File: src/rtl/nf_10g_pkg.sv
// -----------------------------------------------------------------------------
// nf_10g_pkg
// Shared definitions for the 10G flow-control (pause frame) logic.
//   pause_state_t     : state encoding of the pause generator FSM
//   XON_QUANTA        : quanta value carried by an XON (resume) request
//   is_strobe_state() : true in the states that emit a pause request strobe
// -----------------------------------------------------------------------------
package nf_10g_pkg;

    typedef enum logic [2:0] {
        ST_IDLE      = 3'd0,
        ST_XOFF_SEND = 3'd1,
        ST_XOFF_HOLD = 3'd2,
        ST_XON_SEND  = 3'd3,
        ST_GAP       = 3'd4
    } pause_state_t;

    localparam logic [15:0] XON_QUANTA = 16'h0000;

    function automatic logic is_strobe_state(input pause_state_t s);
        return (s == ST_XOFF_SEND) || (s == ST_XON_SEND);
    endfunction

endpackage

File: src/rtl/nf_sat_counter.sv
// -----------------------------------------------------------------------------
// nf_sat_counter
// Event counter that sticks at all-ones instead of wrapping.
//   i_clk        : clock
//   i_reset      : synchronous active-high reset, clears the count
//   i_load       : load i_load_value into the count (takes priority over i_inc)
//   i_load_value : value to load
//   i_inc        : count one event this cycle
//   o_count      : current count
// -----------------------------------------------------------------------------
module nf_sat_counter #(
    parameter int unsigned C_WIDTH = 32
) (
    input  logic               i_clk,
    input  logic               i_reset,
    input  logic               i_load,
    input  logic [C_WIDTH-1:0] i_load_value,
    input  logic               i_inc,
    output logic [C_WIDTH-1:0] o_count
);

    logic [C_WIDTH-1:0] r_count;

    // Count register: once every bit is set further events are dropped so
    // software reading the statistic sees "at least this many" rather than a
    // small wrapped number.
    always_ff @(posedge i_clk) begin
        if (i_reset) begin
            r_count <= '0;
        end else if (i_load) begin
            r_count <= i_load_value;
        end else if (i_inc && (r_count != {C_WIDTH{1'b1}})) begin
            r_count <= r_count + 1'b1;
        end
    end

    assign o_count = r_count;

endmodule

File: src/rtl/nf_10g_pause_gen.sv
// -----------------------------------------------------------------------------
// nf_10g_pause_gen
// Watches RX buffer occupancy and asks the MAC to send 802.3x pause frames:
// XOFF when the buffer fills past a high watermark (re-sent periodically while
// the buffer stays full), XON once it drains below a low watermark, followed by
// an enforced quiet gap before another XOFF may be issued.
//   clk156              : single 156.25 MHz clock
//   areset_clk156       : synchronous active-high reset
//   enable              : flow-control enable; dropping it releases any pause
//   fill_level          : RX buffer occupancy, unsigned, sampled every cycle
//   s_axis_pause_tdata  : pause quanta for the MAC (held between strobes)
//   s_axis_pause_tvalid : one-cycle pause request strobe (no ready)
//   paused              : high while XOFF is in force
//   xoff_count          : saturating count of XOFF strobes
//   xon_count           : saturating count of XON strobes
// -----------------------------------------------------------------------------
module nf_10g_pause_gen
    import nf_10g_pkg::*;
#(
    parameter int unsigned C_COUNT_WIDTH    = 32,
    parameter int unsigned C_XOFF_THRESH    = 1024,
    parameter int unsigned C_XON_THRESH     = 512,
    parameter logic [15:0] C_PAUSE_QUANTA   = 16'hFFFF,
    parameter int unsigned C_REFRESH_CYCLES = 2048,
    parameter int unsigned C_MIN_GAP        = 16
) (
    input  logic                     clk156,
    input  logic                     areset_clk156,
    input  logic                     enable,
    input  logic [C_COUNT_WIDTH-1:0] fill_level,
    output logic [15:0]              s_axis_pause_tdata,
    output logic                     s_axis_pause_tvalid,
    output logic                     paused,
    output logic [31:0]              xoff_count,
    output logic [31:0]              xon_count
);

    // Invalid watermark or refresh settings are rejected at elaboration.
    if (C_XON_THRESH >= C_XOFF_THRESH) begin : g_bad_thresh
        $error("nf_10g_pause_gen: C_XON_THRESH must be below C_XOFF_THRESH");
    end
    if (C_REFRESH_CYCLES < 2) begin : g_bad_refresh
        $error("nf_10g_pause_gen: C_REFRESH_CYCLES must be at least 2");
    end

    localparam logic [C_COUNT_WIDTH-1:0] L_XOFF_LEVEL   = C_COUNT_WIDTH'(C_XOFF_THRESH);
    localparam logic [C_COUNT_WIDTH-1:0] L_XON_LEVEL    = C_COUNT_WIDTH'(C_XON_THRESH);
    localparam logic [31:0]              L_REFRESH_LOAD = 32'(C_REFRESH_CYCLES - 1);
    localparam logic [31:0]              L_GAP_LOAD     = (C_MIN_GAP == 0) ? 32'd0 : 32'(C_MIN_GAP - 1);
    localparam logic                     L_HAS_GAP      = (C_MIN_GAP != 0);

    pause_state_t r_state;
    pause_state_t w_next_state;
    logic [31:0]  r_refresh_timer;
    logic [31:0]  w_refresh_next;
    logic [31:0]  r_gap_timer;
    logic [31:0]  w_gap_next;
    logic [15:0]  r_tdata;
    logic [15:0]  w_tdata_next;
    logic         w_xoff_hit;
    logic         w_xon_hit;
    logic         w_xoff_strobe;
    logic         w_xon_strobe;

    // Threshold equality counts as a crossing in both directions.
    assign w_xoff_hit = (fill_level >= L_XOFF_LEVEL);
    assign w_xon_hit  = (fill_level <= L_XON_LEVEL);

    // Next-state and timer logic. tdata is loaded on entry to a send state so
    // it is already correct during the strobe cycle and then simply holds.
    always_comb begin
        w_next_state   = r_state;
        w_refresh_next = r_refresh_timer;
        w_gap_next     = r_gap_timer;
        w_tdata_next   = r_tdata;
        case (r_state)
            ST_IDLE: begin
                if (enable && w_xoff_hit) begin
                    w_next_state = ST_XOFF_SEND;
                    w_tdata_next = C_PAUSE_QUANTA;
                end
            end
            ST_XOFF_SEND: begin
                w_next_state   = ST_XOFF_HOLD;
                w_refresh_next = L_REFRESH_LOAD;
            end
            ST_XOFF_HOLD: begin
                // Release beats refresh so a draining buffer is never re-paused.
                if (!enable || w_xon_hit) begin
                    w_next_state = ST_XON_SEND;
                    w_tdata_next = XON_QUANTA;
                end else if (r_refresh_timer == 32'd0) begin
                    w_next_state = ST_XOFF_SEND;
                    w_tdata_next = C_PAUSE_QUANTA;
                end else begin
                    w_refresh_next = r_refresh_timer - 32'd1;
                end
            end
            ST_XON_SEND: begin
                if (L_HAS_GAP) begin
                    w_next_state = ST_GAP;
                    w_gap_next   = L_GAP_LOAD;
                end else begin
                    w_next_state = ST_IDLE;
                end
            end
            ST_GAP: begin
                // Thresholds are deliberately ignored here to stop XON/XOFF chatter.
                if (r_gap_timer == 32'd0) begin
                    w_next_state = ST_IDLE;
                end else begin
                    w_gap_next = r_gap_timer - 32'd1;
                end
            end
            default: begin
                w_next_state = ST_IDLE;
            end
        endcase
    end

    // State, timers and held tdata. Reset drops straight to IDLE without an
    // XON: the peer's pause simply runs out according to its quanta.
    always_ff @(posedge clk156) begin
        if (areset_clk156) begin
            r_state         <= ST_IDLE;
            r_refresh_timer <= 32'd0;
            r_gap_timer     <= 32'd0;
            r_tdata         <= 16'h0000;
        end else begin
            r_state         <= w_next_state;
            r_refresh_timer <= w_refresh_next;
            r_gap_timer     <= w_gap_next;
            r_tdata         <= w_tdata_next;
        end
    end

    assign w_xoff_strobe = (r_state == ST_XOFF_SEND);
    assign w_xon_strobe  = (r_state == ST_XON_SEND);

    assign s_axis_pause_tvalid = is_strobe_state(r_state);
    assign s_axis_pause_tdata  = r_tdata;
    assign paused              = (r_state == ST_XOFF_SEND) || (r_state == ST_XOFF_HOLD);

    nf_sat_counter #(
        .C_WIDTH (32)
    ) u_xoff_count (
        .i_clk        (clk156),
        .i_reset      (areset_clk156),
        .i_load       (1'b0),
        .i_load_value (32'd0),
        .i_inc        (w_xoff_strobe),
        .o_count      (xoff_count)
    );

    nf_sat_counter #(
        .C_WIDTH (32)
    ) u_xon_count (
        .i_clk        (clk156),
        .i_reset      (areset_clk156),
        .i_load       (1'b0),
        .i_load_value (32'd0),
        .i_inc        (w_xon_strobe),
        .o_count      (xon_count)
    );

endmodule

File: config.mk
export PLATFORM = sky130hd
export DESIGN_NAME = nf_10g_pause_gen
export DESIGN_NICKNAME = d
export VERILOG_FILES = /design/src/rtl/nf_10g_pkg.sv /design/src/rtl/nf_sat_counter.sv /design/src/rtl/nf_10g_pause_gen.sv
export SDC_FILE = /design/constraint.sdc
export NUM_CORES = 1
export LEC_CHECK = 0
export CAP_MARGIN = 10
export CORE_MARGIN = 3
export CORE_UTILIZATION = 40
export CTS_CLUSTER_DIAMETER = 30
export CTS_CLUSTER_SIZE = 10
export DETAILED_ROUTE_END_ITERATION = 16
export DONT_BUFFER_PORTS = 1
export GPL_TIMING_DRIVEN = 0
export PLACE_DENSITY = 0.59
export SLEW_MARGIN = 20
export SYNTH_ARGS = -nofsm -noshare
export SYNTH_HDL_FRONTEND = slang
export SYNTH_SLANG_ARGS = --single-unit
File: constraint.sdc
create_clock -name clk156 -period 2.75 [get_ports clk156]
set_input_delay 0.55 -clock clk156 [delete_from_list [all_inputs] [get_ports clk156]]
set_output_delay 0.55 -clock clk156 [all_outputs]
set_load 0.02 [all_outputs]
==> results.py, run 1 <==
metrics = {
    "pwr": {
        "irDropWorstVdd_uv": 440.1,
        "cellLeakagePower_nw": 2.650,
        "power_density_nw_per_um2": 619.0,
        "power_w": 0.004738,
    },
    "critical_path": {
        "cp_cell_sequence": "or4_1 > buf_2 > or4_4 > buf_6 > nor3_4 > buf_12 > buf_6 > a21oi_1 > xnor2_1 > nor2_1",
        "r2r_cells": 10,
        "r2r_setup_slack_ps": 160,
        "crit_slowest_cell": "or4_1",
        "startpoint_type": "flip-flop",
        "cpPeakStageDelay_ps": 520,
        "crit_arrival_ps": 2870,
        "crit_fanout": 10,
        "crit_path_frequent_cell": "buf_6",
        "path_class": "flip-flop to flip-flop",
        "r2r_end": "r_gap_timer[5]",
        "cp-end-kind": "flip-flop",
        "cpLargestDelayFamily": "simple AND/OR/NAND/NOR gates",
        "critPathBufInv": 4,
        "cp_data_required_time_ps": 3030,
        "r2r-start": "r_gap_timer[15]",
    },
    "final_layout": {
        "final_util_pct": 47.33,
        "drive_above_1_share_pct": 10.55,
        "final_cells": 1060,
        "final_cell_mix": "dfxtp_1 (130), nor2_1 (113), nand3_1 (47)",
        "final_nets": 876,
        "n_antenna_cell": 0,
        "fin_area_um2": 7655,
        "n_fill_cell": 1596,
        "final_common_cell": "dfxtp_1",
        "area_growth_pct": 13.80,
    },
    "global_route": {
        "gr-usage-all-layers_pct": 18.14,
        "grt.overflow.total": 0,
        "grt_max_degree": 18,
        "grt_pass1_wl_mm": 27.05,
        "busiest_layer": "met2",
        "met2_usage_pct": 28.43,
        "grt_pass1_vias": 5426,
        "antenna_found_initial": 0,
        "grt.met3_usage_pct": 5.275,
        "grt_use_met1_pct": 24.21,
    },
    "detailed_routing": {
        "avgRoutedWirePerCell_um": 15.65,
        "vias": 5867,
        "drtAntennaViolNets": 0,
        "drt-vias-per-instance": 5.535,
        "drtPass1Iterations": 4,
        "route.detailed.drc": 0,
        "totalWireLength_mm": 16.59,
        "drt-initial-drc-count": 371,
    },
    "logic_synthesis": {
        "ys_seq_area_share_pct": 39.29,
        "synth_area_um2": 6726,
        "synth_edf_count": 0,
        "synth_area_leader_cell": "dfxtp_1",
        "ys_seq_elements": 132,
        "synth_area_per_cell_um2": 8.274,
        "ys_types": 54,
        "ys.warnings.count": 0,
        "synth_top_cell_area_share_pct": 39.29,
        "synthFlopType": "dfxtp_1",
        "async_reset_ff_share_pct": 0,
        "ys_top_cells_by_area": "dfxtp_1 (39%), nor2_1 (6.3%), xnor2_1 (5.9%), xor2_1 (4.2%), nand3_1 (3.5%)",
        "netlist_instances": 813,
        "syn_nets": 854,
    },
    "floorplanning": {
        "die_area_um2": 18410,
        "initial_core_util_pct": 41.59,
        "die_x_um": 135.7,
        "die_h_um": 135.7,
        "boundaryPins": 117,
        "rows": 46,
        "core_area_um2": 16170,
    },
    "sta": {
        "hold_viol": 0,
        "post-route-period-util_pct": 94.20,
        "slew_violations": 0,
        "min_period_ps": 2590,
        "rsz0062_at_grt": "true",
        "worst_slack_ps": 159.6,
        "fmax_mhz": 386.0,
        "tightest_slew_ps": 763.7,
        "fin_worst_skew_ps": 13.63,
        "slew_headroom_pct": 48.98,
        "setup_violations": 0,
    },
    "clocking": {
        "cts_buffers": 17,
        "cts_tree": "yes",
        "root_buffer": "clkbuf_16",
        "insertion_delay_ps": 410,
        "clkTransAtPathRegs_ps": 50,
        "clockBufferDepth": 2,
        "cts_hold_buf": 0,
        "clock-sinks": 132,
        "htreeDepth": 4,
    },
    "place": {
        "port_buffers": 0,
        "dpl.hpwl_mm": 12.07,
        "place_inst": 1029,
        "place_ws_ps": -754.7,
        "placed_area_um2": 6997,
        "place_congestion": 0.8058,
    },
    "worst_hold_path": {
        "min_path_cells": 3,
        "holdPathEnd": "s_axis_pause_tdata[14]",
        "hp-class": "input port to flip-flop",
        "hold_start": "enable",
    },
    "job": {
        "max_cap_violations": 0,
    },
    "outcome": {
        "outcome": "completed",
    },
}
==> synth_stat cells (all sizes together) (24+ instances only) <==
library cell and number:
nor3 34, nand3 48, nand4 29, nand2 43
nor4 28, buf 24, a21oi 42, dfxtp 132
clkbuf 33, xnor2 45, xor2 32, or3 30
nor2 113
==> registers in the layout, summed over array words and instances (netlist names) <==
register	cells
r_refresh_timer	32
u_xon_count.o_count	32
r_state	3
r_gap_timer	32
u_xoff_count.o_count	32
s_axis_pause_tdata	1
==> metrics by stage <==
step / TNS [ps] / hold WS (ps)
floorplan: 0 / 455.2
global placement: -13700 / 478.3
detailed placement: -14430 / 481.8
CTS: 0 / 424.5
global route: -0.2933 / 435.9
finish: 0 / 443.6
==> per-layer routing <==
metal | part of all wire (%) | vias to the layer above
met2 | 46 | 140
met1 | 47 | 2751
met3 | 6.0 | 14
met5 | 0 | -
met4 | 0.91 | 0
li1 | - | 2962
==> worst max path at each step <==
stage | endpoint | startpoint | slack (ps) | depth (start not counted)
2_1_floorplan | r_refresh_timer[28] | fill_level[26] | 200 | 8
3_3_place_gp | r_refresh_timer[30] | fill_level[11] | -750 | 8
3_5_place_dp | r_refresh_timer[30] | fill_level[11] | -750 | 8
4_1_cts | r_refresh_timer[30] | r_refresh_timer[16] | 2 | 9
5_1_grt | r_refresh_timer[28] | r_refresh_timer[16] | -0.3 | 9
6_report | r_gap_timer[5] | r_gap_timer[15] | 160 | 10
==> cell families (layout without fill, tap and decap cells) <==
family,Yosys count,count (layout),synth area share (%)
buf+inv,74,105,5.376
fa+ha+maj,6,6,1.116
mux,4,4,0.5953
simple gates,411,411,33.41
xor+xnor,77,77,10.03
compound gates,109,109,10.19
flops,132,132,39.29
==> cell type report <==
| class | count | area [um^2] | share of cell area [%] |
|---|---|---|---|
| buffer | 56 | 302.8 | 3.956 |
| clock buffer | 22 | 444.2 | 5.803 |
| clock inverter | 6 | 83.83 | 1.095 |
| inverter | 17 | 63.81 | 0.8336 |
| multi-input combinational | 607 | 3802 | 49.67 |
| sequential | 132 | 2645 | 34.55 |
| tap | 216 | 270.3 | 3.531 |
| timing repair buffer | 4 | 42.54 | 0.5557 |
==> report_power, final <==
part           internal (W)  leakage, nW  switching (W)
logic              0.000248         1.32       0.000393
clock network       0.00131        0.260       0.000769
registers           0.00196         1.07      0.0000641
==> worst min-delay path: stages <==
cell and delay (ps):
o31ai_1 80, a21oi_1 80, o21a_1 90
==> what timing repair did <==
| item | CTS | global route |
|---|---|---|
| pin swaps | 0 | 2 |
| resized for setup | 7 | 20 |
| setup endpoints to repair | 28 | 62 |
| setup buffers | 0 | 4 |
(Power assumes the default switching activity.)
==> inputs of run 2 (changes only) <==
--- a/config.mk
+++ b/config.mk
@@ -6,6 +6,8 @@
 export NUM_CORES = 1
 export LEC_CHECK = 0
 export CAP_MARGIN = 10
+export CELL_PAD_IN_SITES_DETAIL_PLACEMENT = 1
+export CELL_PAD_IN_SITES_GLOBAL_PLACEMENT = 1
 export CORE_MARGIN = 3
 export CORE_UTILIZATION = 40
 export CTS_CLUSTER_DIAMETER = 30
@@ -13,7 +15,7 @@
 export DETAILED_ROUTE_END_ITERATION = 16
 export DONT_BUFFER_PORTS = 1
 export GPL_TIMING_DRIVEN = 0
-export PLACE_DENSITY = 0.59
+export PLACE_DENSITY = 0.74
 export SLEW_MARGIN = 20
 export SYNTH_ARGS = -nofsm -noshare
 export SYNTH_HDL_FRONTEND = slang
==> run 2 against run 1 <==
Effect of this change:
- die area is the same
- routed wire length grew 18%
- critical endpoint is now r_gap_timer[14]
- non-clock buffer count grew 3
- sequential power is essentially flat
- worst setup slack lost 61 ps
- flip-flop and latch count is the same
==> results.py, run 2 (same netlist as run 1, synthesis figures left out) <==
metrics = {
    "outcome": {
        "outcome": "completed",
    },
    "floorplanning": {
        "boundaryPins": 117,
        "die_x_um": 135.7,
        "rows": 46,
        "initial_core_util_pct": 41.59,
        "die_area_um2": 18410,
        "core_area_um2": 16170,
        "die_h_um": 135.7,
    },
    "clocking": {
        "clkTransAtPathRegs_ps": 60,
        "cts_tree": "yes",
        "clockBufferDepth": 2,
        "cts_buffers": 17,
        "root_buffer": "clkbuf_16",
        "htreeDepth": 4,
        "insertion_delay_ps": 430,
        "clock-sinks": 132,
    },
    "detailed_routing": {
        "drtPass1Iterations": 4,
        "drt-initial-drc-count": 316,
        "route.detailed.drc": 0,
        "vias": 6232,
        "drt-vias-per-instance": 5.841,
        "drtAntennaViolNets": 0,
        "avgRoutedWirePerCell_um": 18.40,
        "totalWireLength_mm": 19.64,
    },
    "critical_path": {
        "crit_fanout": 7,
        "cpPeakStageDelay_ps": 530,
        "cp_data_required_time_ps": 3100,
        "crit_slowest_cell": "or4_4",
        "crit_path_start": "r_gap_timer[15]",
        "cp-end-kind": "flip-flop",
        "startpoint_type": "flip-flop",
        "r2r-start": "r_gap_timer[15]",
        "crit_arrival_ps": 3000,
        "cp_cell_sequence": "or4_4 > buf_6 > or4_4 > nor3_4 > buf_6 > buf_2 > buf_4 > o31ai_1 > a21oi_1",
        "path_class": "flip-flop to flip-flop",
    },
    "sta": {
        "setup_violations": 0,
        "slew_headroom_pct": 52.14,
        "tightest_slew_ps": 710.4,
        "hold_viol": 0,
        "worst_slack_ps": 99.05,
        "min_period_ps": 2651,
        "rsz0062_at_grt": "true",
        "post-route-period-util_pct": 96.40,
        "fmax_mhz": 377.2,
        "hold-worst-slack_ps": 425.3,
        "slew_violations": 0,
        "fin_worst_skew_ps": 6.661,
    },
    "final_layout": {
        "drive_above_1_share_pct": 12.93,
        "fin_area_um2": 7764,
        "area_growth_pct": 15.42,
        "final_common_cell": "dfxtp_1",
        "final_cell_mix": "dfxtp_1 (125), nor2_1 (113), nand3_1 (47)",
        "final_nets": 879,
        "n_fill_cell": 1942,
        "regArea_um2": 2654,
        "final_util_pct": 48.00,
        "multi_input_area_um2": 3806,
        "n_antenna_cell": 0,
    },
    "pwr": {
        "irDropWorstVdd_uv": 461.4,
        "cellLeakagePower_nw": 2.695,
        "power_w": 0.005051,
        "power_density_nw_per_um2": 650.6,
    },
    "place": {
        "place_congestion": 0.7981,
        "dpl.hpwl_mm": 14.20,
        "place_ws_ps": -474.8,
        "placed_area_um2": 6997,
        "port_buffers": 0,
    },
    "global_route": {
        "grt.overflow.total": 0,
        "gr-usage-all-layers_pct": 21.88,
        "grt_max_degree": 18,
        "antenna_found_initial": 0,
        "grt_pass1_vias": 6584,
        "grt_pass1_wl_mm": 32.47,
    },
    "job": {
        "max_cap_violations": 0,
    },
    "worst_hold_path": {
        "hp-class": "input port to flip-flop",
        "hold_start": "enable",
    },
}
[run 2: cell types whose count changed in the layout (fill, tap and decap cells not counted), moves of 3 or more]
cell,before,now
buf_4,19,24
dfxtp_2,2,6
dfxtp_1,130,125
clkinvlp_4,0,3
clkbuf_1,33,26
[run 2: cell type report]
class | count | area share, %
Sequential cell | 132 | 34.18
Inverter | 17 | 0.8219
Clock buffer | 20 | 5.882
Timing Repair Buffer | 9 | 0.8380
Clock inverter | 12 | 1.982
Buffer | 54 | 3.787
Multi-Input combinational cell | 607 | 49.02
Tap cell | 216 | 3.481
[run 2: critical path: cells and delay by family (launching register included)]
family,cells,cell delay (ps)
and+or+nand+nor,3,1380
buffers and inverters,4,610
AOI/OAI and AO/OA,2,230
DFF,1,360
[run 2: worst paths after layout]
check	to	slack [ps]	cells after the start
max	r_gap_timer[14]	100	9
max reg2reg	r_gap_timer[14]	100	9
min	s_axis_pause_tdata[14]	430	3
min reg2reg	r_gap_timer[17]	500	2
[run 2: through the flow]
step	setup TNS (ps)	std cells
after global routing	-12.93	1067
after CTS	0	1065
after floorplan	0	813
after global placement	-13370	1029
after detailed placement	-7013	1029
final	0	1067
[run 2: repair_timing]
| action | CTS | global route |
|---|---|---|
| hold buffers | 0 | 0 |
| resized for setup | 9 | 29 |
| pin swaps | 2 | 3 |
| setup buffers | 5 | 4 |
| endpoints found under the hold margin | 0 | 0 |
| cloned | 0 | 0 |
| setup endpoints to repair | 42 | 69 |
[run 2: power by group]
part           switching [W]  internal [W]  total (W)
registers          0.0000684       0.00196    0.00202
logic               0.000417      0.000257   0.000674
clock network       0.000880       0.00147    0.00235
[run 2: layer usage]
metal / track usage (%) / vias up / routed length, um
li1: - / 2970 / -
met4: 7.223 / 0 / 295
met5: 0 / - / 0
met3: 6.984 / 24 / 1360
met1: 24.87 / 3059 / 8117
met2: 38.80 / 179 / 9864
==> inputs of run 3 (changes only) <==
--- a/config.mk
+++ b/config.mk
@@ -14,7 +14,6 @@
 export CTS_CLUSTER_SIZE = 10
 export DETAILED_ROUTE_END_ITERATION = 16
 export DONT_BUFFER_PORTS = 1
-export GPL_TIMING_DRIVEN = 0
 export PLACE_DENSITY = 0.74
 export SLEW_MARGIN = 20
 export SYNTH_ARGS = -nofsm -noshare
==> run 3 against run 2 <==
Effect of this change:
- clock skew increased by 3.6 ps
- critical path type unchanged
- global-route usage down 0.95 points
- register-to-register slack barely moved
- largest power group unchanged
- largest cell class unchanged
- sequential share of layout area is essentially flat
- worst hold slack got worse by 180 ps
- power fell by 0.67%
- critical endpoint is now r_refresh_timer[28]
- final cell count down 1.1%
==> results.py, run 3 (same netlist as run 1, synthesis figures left out) <==
metrics = {
    "clocking": {
        "cts_tree": "yes",
        "root_buffer": "clkbuf_16",
        "insertion_delay_ps": 420,
        "cts_hold_buf": 0,
        "clock-sinks": 132,
        "htreeDepth": 4,
        "cts_buffers": 17,
        "clockBufferDepth": 2,
        "clkTransAtPathRegs_ps": 60,
    },
    "detailed_routing": {
        "route.detailed.drc": 0,
        "drt-initial-drc-count": 295,
        "totalWireLength_mm": 18.85,
        "avgRoutedWirePerCell_um": 17.87,
        "drtPass1Iterations": 4,
        "drt-vias-per-instance": 5.773,
        "drtAntennaViolNets": 0,
        "vias": 6091,
    },
    "pwr": {
        "combPwrFrac_pct": 11.2,
        "power.internal_w": 0.003761,
        "switching_share_pct": 25.04,
        "pwr-share-seq_pct": 40.8,
        "irDropWorstVdd_uv": 529.4,
        "pwr-share-clk_pct": 48.0,
        "power_density_nw_per_um2": 648.4,
        "p_sw_w": 0.001256,
        "cellLeakagePower_nw": 2.732,
    },
    "sta": {
        "post-route-period-util_pct": 96.86,
        "setup_tns_ps": 0,
        "rsz0062_at_grt": "false",
        "setup_violations": 0,
        "slew_headroom_pct": 38.76,
        "fin_worst_skew_ps": 10.22,
        "fmax_mhz": 375.4,
        "slew_violations": 0,
        "min_period_ps": 2664,
        "hold_viol": 0,
        "tightest_slew_ps": 918.6,
    },
    "global_route": {
        "grt.overflow.total": 0,
        "grt_max_degree": 108,
        "gr-usage-all-layers_pct": 20.93,
        "antenna_found_initial": 0,
        "grt_pass1_wl_mm": 31.53,
        "grt_pass1_vias": 6448,
    },
    "floorplanning": {
        "boundaryPins": 117,
        "core_area_um2": 16170,
        "die_area_um2": 18410,
        "die_h_um": 135.7,
        "initial_core_util_pct": 41.59,
        "die_x_um": 135.7,
        "rows": 46,
    },
    "critical_path": {
        "critPathBufInv": 0,
        "path_class": "flip-flop to flip-flop",
        "crit_path_frequent_cell": "or4_1",
        "r2r-start": "r_refresh_timer[16]",
        "cp_cell_sequence": "or4_1 > nor3_4 > nand4_1 > or4_1 > or4_1 > o311ai_0",
        "setup.worst_path.end": "r_refresh_timer[28]",
        "cp-end-kind": "flip-flop",
        "r2r_setup_slack_ps": 90,
        "cp_data_required_time_ps": 3040,
        "crit_arrival_ps": 2950,
        "startpoint_type": "flip-flop",
        "r2r_cells": 6,
        "crit_slowest_cell": "or4_1",
        "cpPeakStageDelay_ps": 670,
        "worst-path-stages": 6,
        "cpLargestDelayFamily": "simple AND/OR/NAND/NOR gates",
        "crit_fanout": 8,
        "r2r_end": "r_refresh_timer[28]",
        "crit_path_start": "r_refresh_timer[16]",
    },
    "place": {
        "place_congestion": 0.7545,
        "dpl.hpwl_mm": 13.64,
        "placed_area_um2": 7098,
        "port_buffers": 0,
    },
    "worst_hold_path": {
        "hold_start": "areset_clk156",
        "hp-class": "input port to flip-flop",
    },
    "final_layout": {
        "n_antenna_cell": 0,
        "regArea_um2": 2646,
        "area_growth_pct": 15.03,
        "final_nets": 868,
        "multi_input_area_um2": 3740,
        "n_fill_cell": 1933,
        "fin_area_um2": 7737,
        "final_cell_mix": "dfxtp_1 (131), nor2_1 (113), buf_4 (52)",
        "final_common_cell": "dfxtp_1",
        "drive_above_1_share_pct": 12.40,
    },
    "job": {
        "max_cap_violations": 0,
    },
    "outcome": {
        "outcome": "completed",
    },
}
run 3: metrics by stage:
| step | hold WS, ps | std cells | setup WS, ps | utilization (%) | power [W] |
|---|---|---|---|---|---|
| final | 240.7 | 1055 | 86.27 | 47.84 | 0.005017 |
| after CTS | 211.8 | 1055 | 50.62 | 47.80 | 0.005076 |
| after global routing | 186.6 | 1055 | 21.34 | 47.84 | 0.005220 |
| after detailed placement | 485.5 | 1024 | 70.94 | 43.89 | 0.002643 |
| after global placement | 468.4 | 1024 | 158.1 | 43.89 | 0.002611 |
| after floorplan | 455.2 | 813 | 199.9 | - | 0.002524 |
run 3: worst min path at each step:
stage                              to  slack, ps  depth (start not counted)
4_1_cts                    r_state[1]        210                          1
6_report                   r_state[1]        240                          1
3_3_place_gp          r_gap_timer[17]        470                          2
2_1_floorplan         r_gap_timer[17]        460                          2
5_1_grt        u_xon_count.o_count[4]        190                          1
3_5_place_dp      r_refresh_timer[11]        490                          2
run 3: power groups by stage:
| stage | logic [W] | clock network [W] | registers, W |
|---|---|---|---|
| 2_1_floorplan | 0.000483 | 0 | 0.00204 |
| 3_3_place_gp | 0.000530 | 0 | 0.00208 |
| 3_5_place_dp | 0.000556 | 0 | 0.00209 |
| 4_1_cts | 0.000564 | 0.00246 | 0.00205 |
| 5_1_grt | 0.000624 | 0.00254 | 0.00206 |
| 6_report | 0.000563 | 0.00241 | 0.00205 |
run 3: what timing repair did:
item	in CTS	in global routing
hold endpoints to repair	0	0
buffers inserted	0	0
endpoints found under the setup margin	3	5
pin swaps	0	1
resized for setup	1	1
run 3: routing by layer:
layer	part of all wire [%]	track usage, %	vias to the layer above
li1	-	-	2954
met1	42	23.73	2994
met2	51	37.31	125
met3	5.5	7.058	18
met4	1.2	6.103	0
met5	0	0	-
run 3: cell type report:
cell class	instances	share of cell area, %
Clock inverter	8	1.924
Inverter	17	0.8247
Sequential cell	132	34.20
Clock buffer	23	6.177
Multi-Input combinational cell	607	48.33
Timing Repair Buffer	52	5.045
Tap cell	216	3.493
